$ cat src/rtl/memory_access_unit_if.sv
// Pipeline M-stage and data-bus signals of the memory access unit.
// The slave modport is the unit itself; the master modport is its environment.
interface memory_access_unit_if #(
    parameter int unsigned XLEN   = 64,
    parameter int unsigned ADDR_W = 64
);
    // Pipeline side
    logic              in_valid;
    logic              in_load;
    logic              in_store;
    logic [ADDR_W-1:0] in_addr;
    logic [2:0]        in_size;
    logic              in_unsigned;
    logic [XLEN-1:0]   in_wdata;
    logic              advance;
    logic              flush;
    // Bus request
    logic              dreq_valid;
    logic [ADDR_W-1:0] dreq_addr;
    logic [2:0]        dreq_size;
    logic [XLEN/8-1:0] dreq_strobe;
    logic [XLEN-1:0]   dreq_data;
    // Bus response
    logic              dresp_data_ok;
    logic [XLEN-1:0]   dresp_data;
    // Results
    logic [XLEN-1:0]   rdata;
    logic              misalign;
    logic              skip;
    logic              stall;

    modport master (
        output in_valid, in_load, in_store, in_addr, in_size, in_unsigned, in_wdata,
        output advance, flush, dresp_data_ok, dresp_data,
        input  dreq_valid, dreq_addr, dreq_size, dreq_strobe, dreq_data,
        input  rdata, misalign, skip, stall
    );

    modport slave (
        input  in_valid, in_load, in_store, in_addr, in_size, in_unsigned, in_wdata,
        input  advance, flush, dresp_data_ok, dresp_data,
        output dreq_valid, dreq_addr, dreq_size, dreq_strobe, dreq_data,
        output rdata, misalign, skip, stall
    );
endinterface

$ cat src/rtl/memory_access_unit.sv
// M-stage memory access unit: issues load/store requests on the data bus,
// aligns store data, extends load data, and tracks an outstanding request
// across pipeline stalls and flushes.
module memory_access_unit #(
    parameter int unsigned XLEN   = 64,
    parameter int unsigned ADDR_W = 64
) (
    input logic                 clk,
    input logic                 reset,
    memory_access_unit_if.slave bus_io
);
    localparam int unsigned SW = XLEN / 8;
    localparam int unsigned OW = $clog2(SW);

    typedef enum logic [1:0] {StIdle, StWait, StDone, StDrain} state_e;

    state_e            state_q, state_d;
    logic [ADDR_W-1:0] addr_q, addr_d;
    logic [2:0]        size_q, size_d;
    logic [SW-1:0]     strobe_q, strobe_d;
    logic [XLEN-1:0]   data_q, data_d;
    logic              load_q, load_d;
    logic              uns_q, uns_d;
    logic [XLEN-1:0]   cap_q, cap_d;

    logic              acc;
    logic              mis;
    logic              req_valid;
    logic [OW-1:0]     off;
    logic [XLEN-1:0]   idle_rdata;
    logic [XLEN-1:0]   wait_rdata;

    // Shift the addressed bytes down and sign/zero-extend them to XLEN.
    function automatic logic [XLEN-1:0] extend(input logic [XLEN-1:0] raw,
                                               input logic [OW-1:0]   o,
                                               input logic [2:0]      size,
                                               input logic            uns);
        logic [XLEN-1:0] sh;
        logic [XLEN-1:0] res;
        int              nbits;
        sh  = raw >> {o, 3'b000};
        res = '0;
        if (32'(size) > 32'(OW)) nbits = int'(XLEN);
        else                     nbits = 8 << size;
        for (int i = 0; i < int'(XLEN); i++) begin
            res[i] = (i < nbits) ? sh[i] : (uns ? 1'b0 : sh[nbits-1]);
        end
        return res;
    endfunction

    // Byte-enable mask for a store of 2^size bytes at byte offset o.
    function automatic logic [SW-1:0] strobe_of(input logic [OW-1:0] o,
                                                input logic [2:0]  size);
        logic [15:0] m;
        case (size)
            3'd0:    m = 16'h0001;
            3'd1:    m = 16'h0003;
            3'd2:    m = 16'h000F;
            default: m = 16'h00FF;
        endcase
        m = m << o;
        return m[SW-1:0];
    endfunction

    // Access decode, alignment check and MMIO detection.
    always_comb begin
        off = bus_io.in_addr[OW-1:0];
        acc = bus_io.in_valid & (bus_io.in_load | bus_io.in_store) & ~bus_io.flush;
        mis = acc & (((bus_io.in_addr & ((ADDR_W'(1) << bus_io.in_size) - ADDR_W'(1))) != '0)
                     || (32'(bus_io.in_size) > 32'(OW)));
        bus_io.misalign = mis & ~reset;
        bus_io.skip     = acc & ~bus_io.in_addr[31] & ~reset;
        idle_rdata = bus_io.in_load ?
                     extend(bus_io.dresp_data, off, bus_io.in_size, bus_io.in_unsigned) : '0;
        wait_rdata = load_q ? extend(bus_io.dresp_data, addr_q[OW-1:0], size_q, uns_q) : '0;
    end

    // Next-state, request register updates and bus/pipeline outputs.
    always_comb begin
        state_d  = state_q;
        addr_d   = addr_q;
        size_d   = size_q;
        strobe_d = strobe_q;
        data_d   = data_q;
        load_d   = load_q;
        uns_d    = uns_q;
        cap_d    = cap_q;
        req_valid          = 1'b0;
        bus_io.dreq_addr   = addr_q;
        bus_io.dreq_size   = size_q;
        bus_io.dreq_strobe = strobe_q;
        bus_io.dreq_data   = data_q;
        bus_io.rdata       = '0;
        bus_io.stall       = 1'b0;

        unique case (state_q)
            StIdle: begin
                req_valid          = acc & ~mis;
                bus_io.dreq_addr   = bus_io.in_addr;
                bus_io.dreq_size   = bus_io.in_size;
                bus_io.dreq_strobe = bus_io.in_store ? strobe_of(off, bus_io.in_size) : '0;
                bus_io.dreq_data   = bus_io.in_wdata << {off, 3'b000};
                bus_io.rdata       = idle_rdata;
                bus_io.stall       = req_valid & ~bus_io.dresp_data_ok;
                if (req_valid && bus_io.dresp_data_ok) begin
                    cap_d   = idle_rdata;
                    state_d = bus_io.advance ? StIdle : StDone;
                end else if (req_valid) begin
                    addr_d   = bus_io.dreq_addr;
                    size_d   = bus_io.dreq_size;
                    strobe_d = bus_io.dreq_strobe;
                    data_d   = bus_io.dreq_data;
                    load_d   = bus_io.in_load;
                    uns_d    = bus_io.in_unsigned;
                    state_d  = StWait;
                end
            end
            StWait: begin
                req_valid    = 1'b1;
                bus_io.rdata = wait_rdata;
                bus_io.stall = ~bus_io.dresp_data_ok;
                if (bus_io.dresp_data_ok) begin
                    if (bus_io.flush) begin
                        state_d = StIdle;
                    end else begin
                        cap_d   = wait_rdata;
                        state_d = bus_io.advance ? StIdle : StDone;
                    end
                end else if (bus_io.flush) begin
                    state_d = StDrain;
                end
            end
            StDone: begin
                bus_io.rdata = cap_q;
                if (bus_io.advance || bus_io.flush) state_d = StIdle;
            end
            StDrain: begin
                // Old request is dead; a new access waits for IDLE.
                req_valid    = 1'b1;
                bus_io.stall = acc;
                if (bus_io.dresp_data_ok) state_d = StIdle;
            end
            default: state_d = StIdle;
        endcase

        if (reset) begin
            req_valid    = 1'b0;
            bus_io.stall = 1'b0;
        end
        bus_io.dreq_valid = req_valid;
    end

    // State and request/capture registers with synchronous reset.
    always_ff @(posedge clk) begin
        if (reset) begin
            state_q  <= StIdle;
            addr_q   <= '0;
            size_q   <= '0;
            strobe_q <= '0;
            data_q   <= '0;
            load_q   <= 1'b0;
            uns_q    <= 1'b0;
            cap_q    <= '0;
        end else begin
            state_q  <= state_d;
            addr_q   <= addr_d;
            size_q   <= size_d;
            strobe_q <= strobe_d;
            data_q   <= data_d;
            load_q   <= load_d;
            uns_q    <= uns_d;
            cap_q    <= cap_d;
        end
    end
endmodule
$ cat src/flat_wrapper.sv
// flat-port wrapper written by rule: the top's interface ports become plain ports
module memory_access_unit_flat 
#(
    parameter int unsigned XLEN   = 64,
    parameter int unsigned ADDR_W = 64
)
  (clk, reset, bus_io_in_valid, bus_io_in_load, bus_io_in_store, bus_io_in_addr, bus_io_in_size, bus_io_in_unsigned, bus_io_in_wdata, bus_io_advance, bus_io_flush, bus_io_dresp_data_ok, bus_io_dresp_data, bus_io_dreq_valid, bus_io_dreq_addr, bus_io_dreq_size, bus_io_dreq_strobe, bus_io_dreq_data, bus_io_rdata, bus_io_misalign, bus_io_skip, bus_io_stall);
  memory_access_unit_if #(.XLEN(XLEN), .ADDR_W(ADDR_W)) bus_io_i ();
  input logic clk;
  input logic reset;
  input wire logic [$bits(bus_io_i.in_valid)-1:0] bus_io_in_valid;
  input wire logic [$bits(bus_io_i.in_load)-1:0] bus_io_in_load;
  input wire logic [$bits(bus_io_i.in_store)-1:0] bus_io_in_store;
  input wire logic [$bits(bus_io_i.in_addr)-1:0] bus_io_in_addr;
  input wire logic [$bits(bus_io_i.in_size)-1:0] bus_io_in_size;
  input wire logic [$bits(bus_io_i.in_unsigned)-1:0] bus_io_in_unsigned;
  input wire logic [$bits(bus_io_i.in_wdata)-1:0] bus_io_in_wdata;
  input wire logic [$bits(bus_io_i.advance)-1:0] bus_io_advance;
  input wire logic [$bits(bus_io_i.flush)-1:0] bus_io_flush;
  input wire logic [$bits(bus_io_i.dresp_data_ok)-1:0] bus_io_dresp_data_ok;
  input wire logic [$bits(bus_io_i.dresp_data)-1:0] bus_io_dresp_data;
  output wire logic [$bits(bus_io_i.dreq_valid)-1:0] bus_io_dreq_valid;
  output wire logic [$bits(bus_io_i.dreq_addr)-1:0] bus_io_dreq_addr;
  output wire logic [$bits(bus_io_i.dreq_size)-1:0] bus_io_dreq_size;
  output wire logic [$bits(bus_io_i.dreq_strobe)-1:0] bus_io_dreq_strobe;
  output wire logic [$bits(bus_io_i.dreq_data)-1:0] bus_io_dreq_data;
  output wire logic [$bits(bus_io_i.rdata)-1:0] bus_io_rdata;
  output wire logic [$bits(bus_io_i.misalign)-1:0] bus_io_misalign;
  output wire logic [$bits(bus_io_i.skip)-1:0] bus_io_skip;
  output wire logic [$bits(bus_io_i.stall)-1:0] bus_io_stall;
  assign bus_io_i.in_valid = bus_io_in_valid;
  assign bus_io_i.in_load = bus_io_in_load;
  assign bus_io_i.in_store = bus_io_in_store;
  assign bus_io_i.in_addr = bus_io_in_addr;
  assign bus_io_i.in_size = bus_io_in_size;
  assign bus_io_i.in_unsigned = bus_io_in_unsigned;
  assign bus_io_i.in_wdata = bus_io_in_wdata;
  assign bus_io_i.advance = bus_io_advance;
  assign bus_io_i.flush = bus_io_flush;
  assign bus_io_i.dresp_data_ok = bus_io_dresp_data_ok;
  assign bus_io_i.dresp_data = bus_io_dresp_data;
  assign bus_io_dreq_valid = bus_io_i.dreq_valid;
  assign bus_io_dreq_addr = bus_io_i.dreq_addr;
  assign bus_io_dreq_size = bus_io_i.dreq_size;
  assign bus_io_dreq_strobe = bus_io_i.dreq_strobe;
  assign bus_io_dreq_data = bus_io_i.dreq_data;
  assign bus_io_rdata = bus_io_i.rdata;
  assign bus_io_misalign = bus_io_i.misalign;
  assign bus_io_skip = bus_io_i.skip;
  assign bus_io_stall = bus_io_i.stall;
  memory_access_unit #(.XLEN(XLEN), .ADDR_W(ADDR_W)) u_core (.clk(clk), .reset(reset), .bus_io(bus_io_i));
endmodule
$ cat config.mk
export PLATFORM = sky130hd
export DESIGN_NAME = memory_access_unit_flat
export DESIGN_NICKNAME = d
export VERILOG_FILES = /design/src/rtl/memory_access_unit_if.sv /design/src/rtl/memory_access_unit.sv /design/src/flat_wrapper.sv
export SDC_FILE = /design/constraint.sdc
export NUM_CORES = 1
export LEC_CHECK = 0
export CORE_ASPECT_RATIO = 1.1
export CORE_MARGIN = 2
export CORE_UTILIZATION = 51
export DETAILED_ROUTE_END_ITERATION = 12
export GPL_TIMING_DRIVEN = 1
export PLACE_DENSITY = 0.81
export SLEW_MARGIN = 25
export SYNTH_ARGS = -nofsm -noshare
export SYNTH_HDL_FRONTEND = slang
export SYNTH_SLANG_ARGS = --single-unit
$ cat constraint.sdc
create_clock -name clk -period 5.9 [get_ports clk]
set_input_delay 1.18 -clock clk [delete_from_list [all_inputs] [get_ports clk]]
set_output_delay 1.18 -clock clk [all_outputs]
set_load 0.01 [all_outputs]
==> key figures, run 1 <==
Final layout
  • NumNets Final: 2777
  • Layout Cells excl Fill: 3017
  • Design area: 21900 sq um
  • Layout cells sized above 1: 0.112
  • Layout area overhead: 32.4%
  • Final core occ: 0.682

Clock network
  • CTS tree: yes
  • Post-CTS Setup Inserts: 0
  • Skew-Pair Late Insertion Delay: 540 ps
  • CTS Sinks: 207
  • Inserted Clock Buffers: 25
  • Clock buffer depth: 3
  • Number of H-tree levels: 1
  • CTS root buffer: clkbuf_16
  • Clock-pin slew on the worst setup and hold paths: 60 ps

Synthesis
  • Synth cell count leaders: nand2_1 (638), a21oi_1 (207), dfxtp_1 (207)
  • EDFF count, synth: 0
  • Count leader, synth: nand2_1
  • YS warnings: 0
  • Post-synthesis sequential area ratio: 0.250
  • Ys async rst share: 0
  • FF+latch count, synth: 207
  • Syn_nets: 2491
  • Yosys cell types: 69
  • Yosys top cell by area: dfxtp_1
  • Syn_area_per_cell: 7.25 sq um
  • Top post-synthesis cells by area: dfxtp_1 (25%), nand2_1 (14%), mux4_2 (10%), mux2i_1 (6.4%), a21oi_1 (6.3%)
  • Post-synth top area share: 0.250
  • Cells after Synth: 2283
  • Post-synth top flop: dfxtp_1
  • Mapped Area: 16500 sq um

Pwr
  • Peak VDD IR: 186 uV
  • P_leak: 8.15 nW
  • Power per standard cell area: 191 nW/um^2

STA
  • Final setup fails: 0
  • Worst Max-Slew Pin Slew: 1100 ps
  • Final min period: 5790 ps
  • Fmax: 173 MHz
  • Final Skew: 15.3 ps
  • Pins over their slew limit: 0
  • Max transition margin: 0.266
  • Tcrit/Tclk final: 0.982
  • Final hold vios: 0

Worst setup path
  • Crit path DAT: 4610 ps
  • Max Fanout on Critical Path: 8
  • Crit Path Class: in -> out
  • Required time worst endpoint: 4720 ps
  • R2R setup slack: 2250 ps
  • Worst setup EP type: output port
  • CP startpoint kind: primary input

Drt
  • First DRT Iteration DRCs: 2648
  • DRC: 0
  • Vias post-DR: 19600
  • Post-DR vias/cell: 6.49
  • Routed length per instance: 24.0 microns
  • Total Wirelength: 72300 microns
  • 1st-pass router iterations: 6
  • ANT nets after route: 0

Min path
  • Hold WC Path Type: reg -> reg

Die
  • Row Count: 69
  • I/O pin count: 411
  • Core area: 32100 sq um
  • Die width: 176 microns
  • Die area: 33900 sq um
  • Initial Utilization: 0.515
  • Die Height: 193 microns

Global route
  • Antenna violations before repair: 4
  • Vias in the first global route: 18000
  • First-pass GRT wire length: 107000 microns
  • Largest net degree at the start of global routing: 135
  • GRT overflow: 0
  • GRT Resource Usage Total: 0.405

Run
  • Max cap viols: 0

Placed design
  • Dpl cells: 2967
  • Port-buffer cells: 410
  • DPL Wire Length: 52300 microns
  • Placer congestion estimate: 1.04
  • Area post-placement: 21000 sq um

Outcome
  • Status: finished, final reports clean
logic make-up after synthesis:
kind of cell             count (synthesis)  synth area share
flip-flops                             207             0.250
AND/OR/NAND/NOR                        991             0.253
XOR/XNOR                                 3           0.00159
multiplexers                           224             0.195
adder cells (fa/ha/maj)                  4           0.00302
buffers and inverters                  245            0.0594
AO/OA/AOI/OAI                          609             0.238
critical path: stages:
cell,delay (ps)
clkdlybuf4s50_1,480
nor3_2,270
inv_1,70
ha_1,230
or3b_2,480
mux2i_4,200
o311ai_2,160
o211a_1,310
a31oi_4,280
buf_6,200
a22oi_1,70
o21ai_0,100
clkdlybuf4s50_1,560
layout by cell type, fill, tap and decap left out, types with 5 or more instances in the layout:
cell type	instances
clkbuf_8	5
o22ai_1	12
clkdlybuf4s50_1	402
clkinv_2	6
inv_1	11
buf_12	5
a31oi_1	13
o211ai_1	21
and3_1	18
a22oi_1	32
nand2b_1	19
and2_1	13
a221oi_1	11
nor4_1	9
a221o_1	33
mux4_2	74
o2111ai_1	18
nor2b_1	20
a211oi_1	48
mux2_2	45
nor2_1	148
or3_1	5
or2_2	13
nor3_1	23
nand2_1	638
nand3_1	51
mux2i_1	104
buf_4	74
dfxtp_1	205
a21oi_1	206
a21o_1	14
o32ai_1	33
clkbuf_16	25
a22o_1	12
o21ai_0	127
through the flow:
stage / total power, mW / worst slack (ps) / TNS [ps] / hold WS [ps]
2_1_floorplan: 1.94 / 664 / 0 / 435
3_3_place_gp: 2.52 / 72.2 / 0 / 441
3_5_place_dp: 2.53 / -50.9 / -169 / 447
4_1_cts: 4.16 / 21.1 / 0 / 455
5_1_grt: 4.30 / -20.9 / -114 / 475
6_report: 4.19 / 106 / 0 / 454
report_power, final:
part | internal, mW | switching [mW]
sequential | 1.40 | 0.00263
clock | 1.00 | 0.651
combinational | 0.531 | 0.603
total | 2.94 | 1.26
layer usage:
layer  wire length (microns)  track usage
met5                      11            0
met4                    3800        0.188
met3                    9130        0.120
met2                   32000        0.629
met1                   27400        0.519
registers in the layout (all words and copies together), names as in the netlist:
register,count
u_core.addr_q,64
u_core.cap_q,64
u_core.data_q,64
u_core.load_q,1
u_core.size_q,3
u_core.state_q,2
u_core.strobe_q,8
u_core.uns_q,1
worst paths after layout:
check,startpoint,end,cells after the start
max,bus_io_in_size[2],bus_io_rdata[16],13
min,u_core.strobe_q[6],u_core.strobe_q[6],2
max reg2reg,u_core.addr_q[0],u_core.cap_q[11],7
min reg2reg,u_core.strobe_q[6],u_core.strobe_q[6],2
final cells by class:
class                      instances  area, sq um
multi-input combinational       1831        11500
clock inverter                    13          174
antenna                            3         7.51
timing repair buffer             489         4770
tap                              426          533
clock buffer                      33          696
fill                            2718        10200
sequential                       207         4150
inverter                          15         56.3
repair_timing:
action                     in CTS  in global routing
hold buffers                    0                  0
pin swaps                       0                  2
setup endpoints to repair      19                 57
gates resized for setup         1                 15
gates cloned                    0                  1
No activity file was read; power rests on OpenSTA's default activity.
==> run 2, diff against run 1 <==
Settings changed: CTS_CLUSTER_SIZE from default to 24.
==> results of run 2 <==
Final layout, timing and power as in run 1 (identical DEF).
